===== src/rtl/ahfp_mult.sv =====
// +------------------------------------------------------------------------+
// | ahfp_mult : 2-stage IEEE-754 binary32 multiplier, RNE, denormals FTZ    |
// | Rev 1.0                                                                 |
// +------------------------------------------------------------------------+
`default_nettype none

module ahfp_mult (
  input  logic        clk,
  input  logic        reset,
  input  logic        in_valid,
  input  logic [31:0] dataa,
  input  logic [31:0] datab,
  output logic        out_valid,
  output logic [31:0] result
);

  localparam logic [31:0] C_QNAN = 32'h7FC0_0000;

  // Stage 1 state
  logic               valid1_q, valid1_d;
  logic               sign1_q, sign1_d;
  logic signed [9:0]  exp1_q, exp1_d;
  logic [47:0]        prod1_q, prod1_d;
  logic               nan1_q, nan1_d;
  logic               inf1_q, inf1_d;
  logic               zero1_q, zero1_d;

  // Output state
  logic               out_valid_q, out_valid_d;
  logic [31:0]        result_q, result_d;

  // Stage 1 operand decode
  logic [7:0]  ea, eb;
  logic [22:0] fa, fb;
  logic        a_zero, b_zero, a_inf, b_inf, a_nan, b_nan;

  always_comb begin
    ea     = dataa[30:23];
    eb     = datab[30:23];
    fa     = dataa[22:0];
    fb     = datab[22:0];
    // A zero exponent is zero whatever the fraction: denormals are flushed.
    a_zero = (ea == 8'h00);
    b_zero = (eb == 8'h00);
    a_inf  = (ea == 8'hFF) && (fa == 23'd0);
    b_inf  = (eb == 8'hFF) && (fb == 23'd0);
    a_nan  = (ea == 8'hFF) && (fa != 23'd0);
    b_nan  = (eb == 8'hFF) && (fb != 23'd0);

    valid1_d = in_valid;
    sign1_d  = dataa[31] ^ datab[31];
    exp1_d   = $signed({2'b00, ea}) + $signed({2'b00, eb}) - 10'sd127;
    prod1_d  = {24'd0, 1'b1, fa} * {24'd0, 1'b1, fb};
    nan1_d   = a_nan | b_nan | (a_inf & b_zero) | (a_zero & b_inf);
    inf1_d   = (a_inf | b_inf) & ~nan1_d;
    zero1_d  = (a_zero | b_zero) & ~nan1_d & ~inf1_d;
  end

  // Stage 2 normalise and round
  logic               prod_hi;
  logic [23:0]        mant;
  logic               guard, sticky, round_up;
  logic [24:0]        mant_r;
  logic signed [9:0]  exp_n, exp_f;
  logic [22:0]        frac;
  logic [31:0]        packed_res;

  always_comb begin
    prod_hi  = prod1_q[47];
    mant     = prod_hi ? prod1_q[47:24] : prod1_q[46:23];
    guard    = prod_hi ? prod1_q[23] : prod1_q[22];
    sticky   = prod_hi ? (|prod1_q[22:0]) : (|prod1_q[21:0]);
    exp_n    = exp1_q + $signed({9'd0, prod_hi});
    round_up = guard & (sticky | mant[0]);
    mant_r   = {1'b0, mant} + {24'd0, round_up};
    // Carry out of rounding means the mantissa became exactly 2.0.
    exp_f    = exp_n + $signed({9'd0, mant_r[24]});
    frac     = mant_r[24] ? mant_r[23:1] : mant_r[22:0];

    if (nan1_q) begin
      packed_res = C_QNAN;
    end else if (inf1_q) begin
      packed_res = {sign1_q, 8'hFF, 23'd0};
    end else if (zero1_q) begin
      packed_res = {sign1_q, 31'd0};
    end else if (exp_f >= 10'sd255) begin
      packed_res = {sign1_q, 8'hFF, 23'd0};
    end else if (exp_f <= 10'sd0) begin
      packed_res = {sign1_q, 31'd0};
    end else begin
      packed_res = {sign1_q, exp_f[7:0], frac};
    end

    out_valid_d = valid1_q;
    result_d    = valid1_q ? packed_res : result_q;
  end

  always_ff @(posedge clk) begin
    if (reset) begin
      valid1_q    <= 1'b0;
      sign1_q     <= 1'b0;
      exp1_q      <= 10'sd0;
      prod1_q     <= 48'd0;
      nan1_q      <= 1'b0;
      inf1_q      <= 1'b0;
      zero1_q     <= 1'b0;
      out_valid_q <= 1'b0;
      result_q    <= 32'd0;
    end else begin
      valid1_q    <= valid1_d;
      sign1_q     <= sign1_d;
      exp1_q      <= exp1_d;
      prod1_q     <= prod1_d;
      nan1_q      <= nan1_d;
      inf1_q      <= inf1_d;
      zero1_q     <= zero1_d;
      out_valid_q <= out_valid_d;
      result_q    <= result_d;
    end
  end

  assign out_valid = out_valid_q;
  assign result    = result_q;

endmodule

`default_nettype wire


===== config.mk =====
export PLATFORM = sky130hd
export DESIGN_NAME = ahfp_mult
export DESIGN_NICKNAME = d
export VERILOG_FILES = /design/src/rtl/ahfp_mult.sv
export SDC_FILE = /design/constraint.sdc
export NUM_CORES = 2
export LEC_CHECK = 0
export ABC_AREA = 1
export CAP_MARGIN = 20
export CORE_MARGIN = 3
export CORE_UTILIZATION = 45
export CTS_CLUSTER_DIAMETER = 200
export CTS_CLUSTER_SIZE = 40
export DETAILED_ROUTE_END_ITERATION = 10
export PLACE_DENSITY_LB_ADDON = 0.25
export SYNTH_ARGS = -nofsm -noshare
export SYNTH_HDL_FRONTEND = slang
export SYNTH_SLANG_ARGS = --single-unit

===== constraint.sdc =====
create_clock -name clk -period 8.49 [get_ports clk]
set_input_delay 1.698 -clock clk [delete_from_list [all_inputs] [get_ports clk]]
set_output_delay 1.698 -clock clk [all_outputs]
set_load 0.01 [all_outputs]

* After elaboration in Yosys (flattened, before gate mapping)
Cells that the tools add are included.
Word-level totals: register bits 96, logic and storage cells 55
Cells by class: mux-type cells 9, reductions and logical operators 12, bitwise logic cells 15, magnitude comparators 2, add/sub/neg operators 5, equal/unequal tests 2, multipliers 1
Operators with widths (count):
- 31-bit 2-to-1 mux | 4
- 24-bit by 24-bit multiplier with 48-bit output | 1
- 23-bit logical NOT | 2
- 23-bit nonzero test | 2
- 32-bit 2-to-1 mux | 1
- 24-bit by 1-bit adder with 25-bit output | 1
- 24-bit 2-to-1 mux | 1
- 23-bit 2-to-1 mux | 1
- 23-bit OR reduction | 1
- 22-bit OR reduction | 1
- 10-bit by 2-bit adder with 10-bit output | 2
- 8-bit == test (second input constant) | 2
- 8-bit logical NOT | 2
- 10-bit by 9-bit greater-or-equal comparator with 1-bit output (second input constant) | 1
- 10-bit by 1-bit less-or-equal comparator with 1-bit output (second input constant) | 1
- 9-bit by 7-bit subtractor with 10-bit output (second input constant) | 1
- 8-bit by 8-bit adder with 9-bit output | 1
- 1-bit bitwise AND | 6
- 1-bit bitwise OR | 6
- 1-bit logical AND | 4
- 1-bit 2-to-1 mux | 2
- 1-bit inverter | 2
- 1-bit bitwise XOR | 1

* Logic depth before layout (Yosys ltp)
depth in word-level cells 12, depth in mapped cells 30

* Worst setup path before layout
OpenSTA, ideal clock, no wires.
kind input-to-reg, start point input datab[3], end point register prod1_q[42], required time 8377 ps, slack 1109 ps, cell stages on the path 27, arrival 7268 ps, cell sequence clkbuf_1 > clkbuf_1 > nand2_1 > fa_1 > inv_1 > fa_1 > inv_1 > fa_1 > fa_1 > inv_1 > fa_1 > fa_1 > inv_1 > fa_1 > inv_1 > ha_1 > nand2_1 > nor2_1 > inv_1 > nor2_1 > inv_1 > nor4_1 > nand3_1 > nand3_1 > nand2_1 > nand2_1 > nor2_1
Between the ends: cells in the longest elaborated chain, start to end 1
Ends and longest elaborated chain:
- start: declaration | RTL line 12 | input logic [31:0] datab,
- 24-bit by 24-bit multiplier with 48-bit output | RTL line 53 | prod1_d = {24'd0, 1'b1, fa} * {24'd0, 1'b1, fb};
- end signal: assignment | RTL line 113 | prod1_q <= prod1_d;
- end: declaration | RTL line 23 | logic [47:0] prod1_q, prod1_d;
No other way between the ends. A chain may end at the register's enable or synchronous reset.

* Worst setup path after layout
start point input datab[21], end point register prod1_q[41]
The elaborated chain is that of the path after synthesis.

==> results by group <==
Yosys
  • Top cell type's share of synthesized area: 38.8%
  • Post-synth top cells: 1,015 x inv_1, 842 x nand2_1, 484 x fa_1, 201 x nor2_1, 190 x ha_1
  • Mean Syn Cell Area: 7.29 sq um
  • Synthesized area: 0.0249 sq mm
  • Flops & latches, synth: 96
  • Area leader, netlist: fa_1
  • Seq/Total Area, Yosys: 7.70%
  • Yosys cell types: 41
  • Most used DFF post-synth: dfxtp_1
  • Async SR Flop Fraction: 0%
  • Count leader, synth: inv_1
  • Synthesized Nets: 4,162
  • Number of synthesized flops with an enable pin: 0
  • Top post-synthesis cells by area: fa_1 39%, inv_1 15%, nand2_1 13%, ha_1 9.5%, dfxtp_1 7.7%
  • Post-synthesis cell count: 3,421
  • Yosys Warn Count: 0

Timing
  • Max Clk Rate: 127 MHz
  • Final worst clock skew: 0.0118 ns
  • Final min period: 7.90 ns
  • RSZ-0062 raised after global routing: false
  • Pins Over Slew Limit: 0
  • Final worst-path cycle share: 93.1%
  • Worst hold slack: 0.446 ns
  • Final setup viols: 0
  • Final hold violations: 0
  • Least-Margin Pin Slew: 0.765 ns
  • Setup TNS: 0 ns
  • Max_slew headroom: 48.9%

Route
  • DR WL/cell: 15.7 microns
  • DR iter-0 viols: 1,239
  • DRT Wirelength: 66,600 microns
  • Via density: 4.87
  • Antenna viol nets, final: 0
  • Via Count: 20,700
  • Drt pass-1 iters: 6
  • Post-route DRC: 0

CTS
  • Setup Fix Bufs, Post-CTS: 0
  • Reg clk slew, reported paths: 0.08 ns
  • Clk_lat worst skew: 0.36 ns
  • CTS Hold Bufs: 0
  • Post-cts resize count: 0
  • Clock buffer depth: 2
  • CTS tree: built
  • Total CTS buffers: 9
  • H-tree depth: 3
  • Clock root buffer: clkbuf_16
  • Clk sinks: 96

Place
  • Placed Area: 0.0274 sq mm
  • Dpl hpwl: 55,300 microns
  • # port buffers: 99
  • Gpl congestion: 0.997

Worst setup path
  • Worst setup SP type: primary input
  • Slowest stage delay, CP: 0.85 ns
  • WS Path Type: in -> reg
  • Worst Path Arrival: 8.16 ns
  • Setup slack, reg-to-reg: 2.86 ns
  • Worst Setup End Kind: register
  • CP delay by family, top: adder cells
  • Reg-to-Reg Start: prod1_q[47]
  • Levels on crit path: 24
  • WP data required: 8.75 ns
  • CP max FO: 10
  • Critical path origin: datab[21]
  • Worst Path Buf+Inv: 6
  • R2r endpoint: result[10]
  • Critical-path top delay cell: clkdlybuf4s50_1
  • R2R depth: 26
  • Critical path destination: prod1_q[41]
  • Cell mode on critical path: fa_1
  • Worst path cell trace: clkdlybuf4s50_1 > nand2_1 > fa_1 > inv_1 > fa_1 > fa_1 > fa_1 > fa_1 > fa_1 > inv_1 > fa_1 > inv_1 > ha_1 > nand2_1 > nor2_1 > inv_1 > nor2_1 > inv_1 > nor3_1 > nand3_1 > nand3_1 > nand2_1 > nand2_1 > nor2_1

Floorplanning
  • Die Ht: 241 microns
  • Die span in x: 241 microns
  • Starting density of the core: 45.9%
  • Die area: 0.0583 sq mm
  • Row Count: 85
  • IO Count: 100
  • Core footprint: 0.0543 sq mm

Run
  • Max-cap violations: 0

Layout
  • Area delta synth->final: 11.2%
  • Share of cells above drive strength 1: 4.28%
  • Nets: 4,237
  • Fin area: 0.0277 sq mm
  • Antenna cells: 0
  • Fillers: 5,384

Global route
  • Total GRT Usage: 23.9%
  • Vias in the first global route: 21,300
  • Largest net degree at the start of global routing: 52
  • Remaining global-route overflow: 0
  • First-pass GRT wire length: 111,000 microns
  • Initial antenna violation count: 0

Run status
  • Outcome: complete, no violations

Hold path
  • Hold Path Class: reg -> reg
flip-flops by register name, summed over array words and instances, names as in the netlist:
| register | flops |
|---|---|
| sign1_q | 1 |
| exp1_q | 10 |
| inf1_q | 1 |
| zero1_q | 1 |
| out_valid | 1 |
| result | 32 |
| nan1_q | 1 |
| prod1_q | 48 |
| out_valid_d | 1 |
worst min-delay path by stage:
stage	startpoint	to	slack (ns)	cells after the start
after global placement	sign1_q	result[31]	0.43	2
after CTS	sign1_q	result[31]	0.45	2
final	sign1_q	result[31]	0.45	2
after global routing	sign1_q	result[31]	0.48	2
after floorplan	sign1_q	result[31]	0.42	2
after detailed placement	sign1_q	result[31]	0.44	2
final cells by class:
cell class,instances,area [sq um],area share [%]
clock buffers,9,225,0.812
multi-input cells,2180,18700,67.3
well taps,739,925,3.33
inverters,1023,3840,13.8
repair buffers,186,2060,7.44
clock inverters,7,97.6,0.352
flip-flops and latches,96,1920,6.93
worst reg2reg max path, cell delays in order (launching register included):
cell	delay, ns
dfxtp_2	0.46
buf_4	0.46
nand2_1	0.11
o21ai_1	0.12
nand2_1	0.19
inv_1	0.21
ha_1	0.28
inv_1	0.07
nor2_2	0.14
nand3_1	0.14
nor2_2	0.23
nand3_1	0.15
nor2_1	0.21
nand4_1	0.14
nor3_1	0.23
fa_1	0.29
ha_1	0.21
inv_1	0.06
nor2_1	0.19
nand3_1	0.13
o21ai_1	0.13
nand2_1	0.13
nand3_2	0.14
nand3b_1	0.10
nor2_2	0.61
nand3_1	0.26
a21oi_1	0.18
cells by family (layout without fill, tap and decap cells):
logic type      after synthesis  after routing  share of synthesized area [%]
xor+xnor                     15             15                          0.527
compound gates              276            276                           6.19
flops                        96             96                           7.70
simple gates               1215           1215                           19.7
fa+ha+maj                   674            674                           48.4
buf+inv                    1145           1225                           17.5
metal layers:
metal  part of all wire [%]  vias up  global-route usage [%]
li1                       -    10000                       -
met1                     45    10100                    33.2
met2                     48      532                    41.3
met3                    4.9       72                    2.12
met4                    1.8        0                    4.58
met5                      0        -                       0
cell usage in the layout, fill, tap and decap left out, types with 17 or more instances in the layout:
master and n:
a21oi_1 129, nor3_1 21, nor2_1 201, buf_4 53, o21bai_1 17, nand2_1 842, ha_1 190, nand4_1 26
dfxtp_1 95, nand3_1 74, inv_1 1015, o21ai_0 75, fa_1 484, buf_12 34, clkdlybuf4s50_1 98
per-stage QoR:
step | setup slack [ns] | utilization [%] | std cells
6_report | 0.588 | 51.0 | 4240
5_1_grt | 0.223 | 51.0 | 4240
4_1_cts | 0.679 | 51.0 | 4240
3_5_place_dp | 0.317 | 50.4 | 4224
3_3_place_gp | 0.232 | 50.4 | 4224
2_1_floorplan | 1.11 | - | 3421
Power is left out: the tool's default activity adds up to more than one toggle a clock period on the data nets, which glitch-free logic cannot reach.
